### config.mk
export PLATFORM = sky130hd
export DESIGN_NAME = keypad_matrix_scanner
export DESIGN_NICKNAME = d
export VERILOG_FILES = /design/src/rtl/keypad_matrix_scanner_pkg.sv /design/src/rtl/keypad_matrix_scanner_tick.sv /design/src/rtl/keypad_matrix_scanner.sv
export SDC_FILE = /design/constraint.sdc
export NUM_CORES = 1
export LEC_CHECK = 0
export BUFFER_PORTS_ARGS = -buffer_cell sky130_fd_sc_hd__buf_4
export CAP_MARGIN = 0
export CORE_AREA = 2 2 50 52
export DETAILED_ROUTE_END_ITERATION = 6
export DIE_AREA = 0 0 52 54
export HOLD_SLACK_MARGIN = 0.06
export PLACE_DENSITY = 0.7
export SLEW_MARGIN = 20
export SYNTH_ARGS = -nofsm -noshare
export SYNTH_HDL_FRONTEND = slang
export SYNTH_SLANG_ARGS = --single-unit
### constraint.sdc
create_clock -name clk -period 2.9 [get_ports clk]
set_input_delay 0.29 -clock clk [delete_from_list [all_inputs] [get_ports clk]]
set_output_delay 0.29 -clock clk [all_outputs]
set_load 0.01 [all_outputs]
### src/rtl/keypad_matrix_scanner_pkg.sv
// Shared types and helpers for the keypad matrix scanner and the downstream key decoder.
package keypad_pkg;

    typedef enum logic [1:0] {
        KP_SCAN     = 2'd0,
        KP_DEBOUNCE = 2'd1,
        KP_PRESSED  = 2'd2,
        KP_RELEASE  = 2'd3
    } kp_state_t;

    // Bit position of a one-hot vector; callers only pass single-bit vectors.
    function automatic int unsigned onehot_to_index(input logic [31:0] onehot);
        int unsigned idx;
        idx = 0;
        for (int i = 0; i < 32; i++) begin
            if (onehot[i]) idx = i;
        end
        return idx;
    endfunction

    function automatic int max2(input int a, input int b);
        return (a > b) ? a : b;
    endfunction

endpackage

### src/rtl/keypad_matrix_scanner_tick.sv
// Scan-rate prescaler: tick is high for one clk cycle out of every SCAN_DIV.
module scan_tick_gen #(
    parameter int SCAN_DIV = 1
) (
    input  logic clk,
    input  logic reset,
    output logic tick
);

    localparam int CW = (SCAN_DIV > 1) ? $clog2(SCAN_DIV) : 1;
    localparam logic [CW-1:0] LAST = CW'(SCAN_DIV - 1);
    localparam logic [CW-1:0] ONE  = CW'(1);

    logic [CW-1:0] r_cnt;
    logic          w_last;

    assign w_last = (r_cnt == LAST);
    assign tick   = w_last;

    always_ff @(posedge clk) begin
        if (reset) begin
            r_cnt <= '0;
        end else begin
            r_cnt <= w_last ? '0 : r_cnt + ONE;
        end
    end

endmodule

### src/rtl/keypad_matrix_scanner.sv
// Row-scan / column-sense keypad controller with press/release debounce and optional auto-repeat.
//  state        | meaning
//  KP_SCAN      | stepping rows, looking for exactly one active column
//  KP_DEBOUNCE  | candidate key seen, counting consecutive matching ticks
//  KP_PRESSED   | key accepted, row frozen, optional auto-repeat running
//  KP_RELEASE   | latched column dropped, counting consecutive released ticks
module keypad_matrix_scanner
    import keypad_pkg::*;
#(
    parameter int ROWS           = 4,
    parameter int COLS           = 4,
    parameter int SCAN_DIV       = 1,
    parameter int DEBOUNCE_TICKS = 8,
    parameter int RELEASE_TICKS  = 8,
    parameter int REPEAT_TICKS   = 0,
    parameter int ACTIVE_LOW     = 0
) (
    input  logic                          clk,
    input  logic                          reset,
    input  logic [COLS-1:0]               col,
    output logic [ROWS-1:0]               row_drive,
    output logic [$clog2(ROWS*COLS)-1:0]  key_code,
    output logic                          key_valid,
    output logic                          key_release,
    output logic                          key_held
);

    localparam int KC_W  = $clog2(ROWS * COLS);
    localparam int ROW_W = $clog2(ROWS);
    localparam int COL_W = $clog2(COLS);
    localparam int CNT_W = $clog2(max2(DEBOUNCE_TICKS, RELEASE_TICKS) + 1);
    localparam int REP_W = (REPEAT_TICKS > 0) ? $clog2(REPEAT_TICKS + 1) : 1;

    localparam logic [CNT_W-1:0] CNT_ONE  = CNT_W'(1);
    localparam logic [CNT_W-1:0] DEB_LAST = CNT_W'(DEBOUNCE_TICKS);
    localparam logic [CNT_W-1:0] REL_LAST = CNT_W'(RELEASE_TICKS);
    localparam logic [REP_W-1:0] REP_ONE  = REP_W'(1);
    localparam logic [REP_W-1:0] REP_LAST = REP_W'(REPEAT_TICKS);
    localparam logic [ROW_W-1:0] ROW_ONE  = ROW_W'(1);
    localparam logic [ROW_W-1:0] ROW_LAST = ROW_W'(ROWS - 1);
    localparam logic [COLS-1:0]  COL_LSB  = {{(COLS-1){1'b0}}, 1'b1};
    localparam logic [ROWS-1:0]  ROW_LSB  = {{(ROWS-1){1'b0}}, 1'b1};

    kp_state_t        r_state,     w_state_n;
    logic [ROW_W-1:0] r_row_idx,   w_row_n;
    logic [COL_W-1:0] r_col_idx,   w_col_n;
    logic [CNT_W-1:0] r_cnt,       w_cnt_n;
    logic [REP_W-1:0] r_rep_cnt,   w_rep_n;
    logic [KC_W-1:0]  r_key_code,  w_code_n;
    logic             r_key_valid, w_valid_n;
    logic             r_key_rel,   w_release_n;
    logic             r_key_held,  w_held_n;

    logic             w_tick;
    logic [COLS-1:0]  w_col_a;
    logic [ROWS-1:0]  w_row_a;
    logic             w_single;
    logic             w_match;
    logic             w_bit;
    logic [COL_W-1:0] w_col_idx_new;
    logic [ROW_W-1:0] w_row_adv;

    function automatic logic [KC_W-1:0] make_code(input logic [ROW_W-1:0] r, input logic [COL_W-1:0] c);
        return KC_W'(32'(r) * 32'(COLS) + 32'(c));
    endfunction

    scan_tick_gen #(
        .SCAN_DIV (SCAN_DIV)
    ) u_tick (
        .clk   (clk),
        .reset (reset),
        .tick  (w_tick)
    );

    assign w_col_a       = (ACTIVE_LOW != 0) ? ~col : col;
    assign w_row_a       = ROW_LSB << r_row_idx;
    assign row_drive     = (ACTIVE_LOW != 0) ? ~w_row_a : w_row_a;
    // Empty and multi-key columns both read as "no key".
    assign w_single      = (w_col_a != '0) && ((w_col_a & (w_col_a - COL_LSB)) == '0);
    assign w_match       = (w_col_a == (COL_LSB << r_col_idx));
    assign w_bit         = w_col_a[r_col_idx];
    assign w_col_idx_new = COL_W'(onehot_to_index(32'(w_col_a)));
    assign w_row_adv     = (r_row_idx == ROW_LAST) ? '0 : r_row_idx + ROW_ONE;

    assign key_code    = r_key_code;
    assign key_valid   = r_key_valid;
    assign key_release = r_key_rel;
    assign key_held    = r_key_held;

    always_comb begin
        w_state_n   = r_state;
        w_row_n     = r_row_idx;
        w_col_n     = r_col_idx;
        w_cnt_n     = r_cnt;
        w_rep_n     = r_rep_cnt;
        w_code_n    = r_key_code;
        w_valid_n   = 1'b0;
        w_release_n = 1'b0;
        w_held_n    = r_key_held;
        if (w_tick) begin
            unique case (r_state)
                KP_SCAN: begin
                    if (w_single) begin
                        w_col_n = w_col_idx_new;
                        if (DEBOUNCE_TICKS == 1) begin
                            w_state_n = KP_PRESSED;
                            w_cnt_n   = '0;
                            w_code_n  = make_code(r_row_idx, w_col_idx_new);
                            w_valid_n = 1'b1;
                            w_held_n  = 1'b1;
                            w_rep_n   = '0;
                        end else begin
                            w_state_n = KP_DEBOUNCE;
                            w_cnt_n   = CNT_ONE;
                        end
                    end else begin
                        w_row_n = w_row_adv;
                    end
                end
                KP_DEBOUNCE: begin
                    if (w_match) begin
                        if (r_cnt + CNT_ONE == DEB_LAST) begin
                            w_state_n = KP_PRESSED;
                            w_cnt_n   = '0;
                            w_code_n  = make_code(r_row_idx, r_col_idx);
                            w_valid_n = 1'b1;
                            w_held_n  = 1'b1;
                            w_rep_n   = '0;
                        end else begin
                            w_cnt_n = r_cnt + CNT_ONE;
                        end
                    end else begin
                        w_state_n = KP_SCAN;
                        w_cnt_n   = '0;
                        w_row_n   = w_row_adv;
                    end
                end
                KP_PRESSED: begin
                    if (!w_bit) begin
                        if (RELEASE_TICKS == 1) begin
                            w_state_n   = KP_SCAN;
                            w_cnt_n     = '0;
                            w_release_n = 1'b1;
                            w_held_n    = 1'b0;
                            w_row_n     = w_row_adv;
                        end else begin
                            w_state_n = KP_RELEASE;
                            w_cnt_n   = CNT_ONE;
                        end
                    end else if (REPEAT_TICKS > 0) begin
                        if (r_rep_cnt + REP_ONE == REP_LAST) begin
                            w_valid_n = 1'b1;
                            w_rep_n   = '0;
                        end else begin
                            w_rep_n = r_rep_cnt + REP_ONE;
                        end
                    end
                end
                KP_RELEASE: begin
                    if (!w_bit) begin
                        if (r_cnt + CNT_ONE == REL_LAST) begin
                            w_state_n   = KP_SCAN;
                            w_cnt_n     = '0;
                            w_release_n = 1'b1;
                            w_held_n    = 1'b0;
                            w_row_n     = w_row_adv;
                        end else begin
                            w_cnt_n = r_cnt + CNT_ONE;
                        end
                    end else begin
                        // Bounce during release: resume the hold, repeat phase untouched.
                        w_state_n = KP_PRESSED;
                        w_cnt_n   = '0;
                    end
                end
                default: begin
                    w_state_n = KP_SCAN;
                end
            endcase
        end
    end

    always_ff @(posedge clk) begin
        if (reset) begin
            r_state     <= KP_SCAN;
            r_row_idx   <= '0;
            r_col_idx   <= '0;
            r_cnt       <= '0;
            r_rep_cnt   <= '0;
            r_key_code  <= '0;
            r_key_valid <= 1'b0;
            r_key_rel   <= 1'b0;
            r_key_held  <= 1'b0;
        end else begin
            r_state     <= w_state_n;
            r_row_idx   <= w_row_n;
            r_col_idx   <= w_col_n;
            r_cnt       <= w_cnt_n;
            r_rep_cnt   <= w_rep_n;
            r_key_code  <= w_code_n;
            r_key_valid <= w_valid_n;
            r_key_rel   <= w_release_n;
            r_key_held  <= w_held_n;
        end
    end

endmodule

# Word-level counts from Yosys, hierarchy flattened
# Index checks and enable logic that the tools add are counted.
[word_totals]
word_cells = 83
inputBits = 6
output_inout_bits = 11
ff_bits = 18
[op_classes]
n_reduce_logical = 15
shifts = 2
addsub = 5
n_bitwise = 5
n_lt_le_gt_ge = 1
n_mux = 30
n_eq_ne = 16
[op_table]
columns = ["op", "n"]
rows = [
  ["$mux W2", 13],
  ["$mux W4", 5],
  ["$ne A2 B2 Y1 const B", 8],
  ["$pmux W4 S4", 1],
  ["$reduce_and A6 Y1", 2],
  ["$pmux W2 S4", 1],
  ["$reduce_or A4 Y1", 2],
  ["$shl A1 B2 Y4 const A", 2],
  ["$mux W1", 7],
  ["$eq A2 B2 Y1 const B", 3],
  ["$ne A3 B3 Y1 const B", 2],
  ["$pmux W2 S3", 1],
  ["$reduce_and A3 Y1", 2],
  ["$reduce_and A5 Y1", 1],
  ["$add A4 B1 Y4 const B", 1],
  ["$add A4 B2 Y4", 1],
  ["$and A4 B4 Y4", 1],
  ["$eq A4 B4 Y1", 1],
  ["$eq A4 B4 Y1 const B", 1],
  ["$logic_not A4 Y1", 1],
  ["$not A1 Y1", 4],
  ["$reduce_and A4 Y1", 1],
  ["$reduce_bool A4 Y1", 1],
  ["$sub A4 B1 Y4 const B", 1],
  ["11 further kinds", 11],
]

# Logic depth before layout (Yosys ltp)
[logic_depth]
ltp_word = 6
ltp_mapped = 6
ltp_nobuf = 5

# By module
# From an unflattened synthesis, not the netlist that was laid out.
[hier_totals]
cells_unflattened = 120
area_unflattened_um2 = 1061.0
[modules_own_cells]
columns = ["mod", "area_each_um2", "cells_each", "seq_area_each_um2", "instances"]
rows = [
  ["keypad_matrix_scanner", 1033.5, 117, 340.3, 1],
  ["scan_tick_gen", 27.5, 3, 20.0, 1],
]

# Worst setup path before layout
# OpenSTA, ideal clock, no wires.
[synth_path]
kind = "flip-flop to flip-flop"
start = "register r_col_idx[1]"
end = "register r_row_idx[0]"
path_buffers = 0
arrival_time_ns = 1.697
setup_slack_ns = 1.079
t_required_ns = 2.777
synth_period_minus_slack_ns = 1.821
stages_incl_launch_ff = 6
cell_sequence = "dfxtp_1 -> mux4_2 -> o21ai_0 -> a41oi_1 -> nor3_2 -> mux2_1"
[synth_between]
elab_chain_len = 4
elab_cells_between_ends = 7
classes_between = "eq/ne: 3; shift: 1; mux: 2; reduce/logical: 1"
[synth_rtl]
columns = ["item", "line", "rtl"]
rows = [
  ["from (decl)", "keypad_matrix_scanner.sv:46", "logic [COL_W-1:0] r_col_idx, w_col_n;"],
  ["from (signal assigned)", "keypad_matrix_scanner.sv:197", "r_col_idx <= w_col_n;"],
  ["$bmux W1 S2 or $shl A1 B2 Y4 (tied branches)", "keypad_matrix_scanner.sv:81, keypad_matrix_scanner.sv:80", ""],
  ["$mux W1 (implied by the code) or $eq A4 B4 Y1 (tied branches)", "keypad_matrix_scanner.sv:81, keypad_matrix_scanner.sv:80", ""],
  ["$ne A2 B2 Y1 (no source line)", "-", ""],
  ["$reduce_and A6 Y1 (no source line) *", "-", ""],
  ["to (signal assigned)", "keypad_matrix_scanner.sv:196", "r_row_idx <= w_row_n;"],
  ["to (decl)", "keypad_matrix_scanner.sv:45", "logic [ROW_W-1:0] r_row_idx, w_row_n;"],
]
# Mark *: on every way between the ends. The rest lies on a longest branch, timed or not. The select of a mux whose other input is x is not followed.
# A chain may end at the register's enable or synchronous reset.

# Worst setup path after layout
# Same ends and word-level chain as after synthesis.

==> flow_metrics.tcl <==
set metrics [dict create \
    max-cap-violations 0 \
    drt_iter0_markers 16 \
    synth_edf_count 0 \
    syn_avg_cell_area_um2 8.980 \
    peakVddDrop_mv 0.2197 \
    synthesis.area_um2 1167 \
    busiest_layer "met2" \
    drv_slew 0 \
    synth.most_common_cell "dfxtp_1" \
    syn_inst 130 \
    antenna_found_initial 0 \
    ys_seq_elements 18 \
    p_per_area_nw_per_um2 389.9 \
    rsz0062_at_grt "no" \
    cp.arrival_ns 2.19 \
    outcome "complete, no violations" \
    clk_pin_slew_ns 0.11 \
    critPathSlowestCell "mux4_2" \
    hold_depth 2 \
    setup_viol 0 \
    vias_per_cell 5.798 \
    finalCriticalPeriod_ns 1.991 \
    skew_ns 0.006072 \
    p_leak_nw 0.4893 \
    cts_sinks 18 \
    multiInputGateArea_um2 721.9 \
    cp.required_ns 3.10 \
    gp_congestion 0.7862 \
    synth_top_cell_by_area "dfxtp_1" \
    cp-start-kind "flip-flop" \
    die-area_um2 2808 \
    cts.htree.levels 1 \
    die_height_um 54 \
    row_count 18 \
    drt-pass1-iter-count 4 \
    fill_cells 226 \
    critPathKind "flip-flop to flip-flop" \
    nets 155 \
    use_met1_pct 23.98 \
    antennaDiodeCount 0 \
    root_buffer "clkbuf_4" \
    hold_buffers 0 \
    grt_max_degree 20 \
    vias 1003 \
    wirelength_mm 2.417 \
    dp.final_hpwl_mm 1.783 \
    coreArea_um2 2320 \
    globalRouteMet3Util_pct 2.500 \
    netlist_top_cells_count "dfxtp_1 (18), nor2_1 (13), inv_1 (8), a21oi_1 (7), o21ai_0 (6)" \
    clock_latency_ns 0.30 \
    remaining_drc_errors 0 \
    utilization_pct 56.47 \
    groute.usage.overall_pct 19.14 \
    synth_cell_types 49 \
    synth.top_cell.area_share_pct 30.87 \
    io_buffers 16 \
    cts-buffers-inserted 3 \
    path_cells "mux4_2 -> o21ai_0 -> a41oi_1 -> nor3_2 -> mux2_1" \
    seqCellArea_um2 360.3 \
    io_pins 17 \
    postSynth.asyncResetShare_pct 0 \
    grt_util_met2_pct 33.12 \
    grt-ovfl-total 0 \
    ctsResizeCount 0 \
    hold_violations 0 \
    tns_ns 0 \
    synthFlopType "dfxtp_1" \
    hp-class "input pin to flip-flop" \
    fmaxAchievable_ghz 0.5022 \
    slowest_delay_ns 0.59 \
    cts_setup_buffers 0 \
    initial_core_util_pct 50.32 \
    reg2reg_depth 5 \
    synth_nets 141 \
    wl_per_cell_um 13.97 \
    grt_pass1_vias 887 \
    drive_above_1_share_pct 20.28 \
    cts_tree "built" \
    fin_crit_sh_pct 68.67 \
    yosysWarningCount 0 \
    grt_pass1_wl_mm 3.981 \
    seq_area_frac_synth_pct 30.87 \
    clockBufferDepth 2 \
    path_max_fanout 7 \
    critPathCaptureType "flip-flop" \
    syn_to_final_growth_pct 12.22 \
    antenna_left 0 \
    die_w_um 52 \
    synthTopCellsByArea "dfxtp_1 (31%), ha_1 (5.4%), mux2i_1 (4.3%)" \
]
## logic make-up after synthesis
group	after synthesis	synth area share, %
AND/OR/NAND/NOR	45	22.51
flip-flops	18	30.87
other	1	0.3212
XOR/XNOR	2	1.501
multiplexers	7	7.181
AO/OA/AOI/OAI	36	24.97
buffers and inverters	16	7.286
adder cells (fa/ha/maj)	5	5.359
## placed cells by master, fill, tap and decap left out, drive strengths merged, types with 2 or more instances in the layout
cell | Yosys | routed
nand2b | 4 | 4
xor2 | 2 | 2
o21ai | 7 | 7
and3b | 2 | 2
a311oi | 3 | 3
dfxtp | 18 | 18
buf | 5 | 16
a41oi | 2 | 2
nor3 | 5 | 5
mux2i | 5 | 5
nor3b | 4 | 4
and2 | 2 | 2
a21oi | 7 | 7
o221ai | 2 | 2
nor2b | 2 | 2
nand4 | 3 | 3
o211ai | 2 | 2
inv | 8 | 8
ha | 5 | 5
a31oi | 4 | 4
clkbuf | 2 | 4
nand2 | 3 | 3
nand3 | 5 | 5
nor2 | 13 | 13
## flip-flops by register name, indices dropped and copies added, names as in the netlist
name and flops:
key_code 4, key_held 1, key_release 1, key_valid 1
r_cnt 4, r_col_idx 2, r_row_idx 2, r_state 2
u_tick.r_cnt 1
## where the power goes
group	total [mW]	switching, mW	internal, mW
clock	0.161	0.0839	0.0767
combinational	0.0808	0.0440	0.0368
sequential	0.269	0.0142	0.255
total	0.511	0.142	0.369
## stage by stage
step                      power, mW  cell area, um2  cells  hold slack, ns  worst slack (ns)
after detailed placement     0.3559            1274    169          0.4727            0.9273
after floorplan              0.3342            1167    130          0.4853             1.079
after CTS                    0.5153            1310    173          0.2772            0.9082
final                        0.5108            1310    173          0.2845            0.9087
after global placement       0.3534            1274    169          0.4714            0.9875
after global routing         0.5346            1310    173          0.2929            0.8078
## layer usage
metal / routed length, um / vias to the layer above
li1: - / 511
met1: 1092 / 473
met2: 1213 / 14
met3: 71 / 5
met4: 38 / 0
met5: 0 / -
## final timing paths
check	start	slack, ns	to
setup reg to reg	r_col_idx[1]	0.91	r_row_idx[0]
hold reg to reg	key_held	0.49	key_held
setup / recovery	r_col_idx[1]	0.91	r_row_idx[0]
hold / removal	reset	0.28	r_state[1]
## cell type report
class,count,share of cell area [%]
inverter,9,2.579
tap,30,2.865
timing repair buffer,16,9.169
multi-input combinational,96,55.11
sequential,18,27.51
clock buffer,4,2.770
## worst max-delay path, delay by kind of cell, from the launching register on
kind	cells	cell delay (ns)
mux	2	0.93
simple gates	1	0.22
flops	1	0.48
compound gates	2	0.25
(Power assumes the default switching activity.)
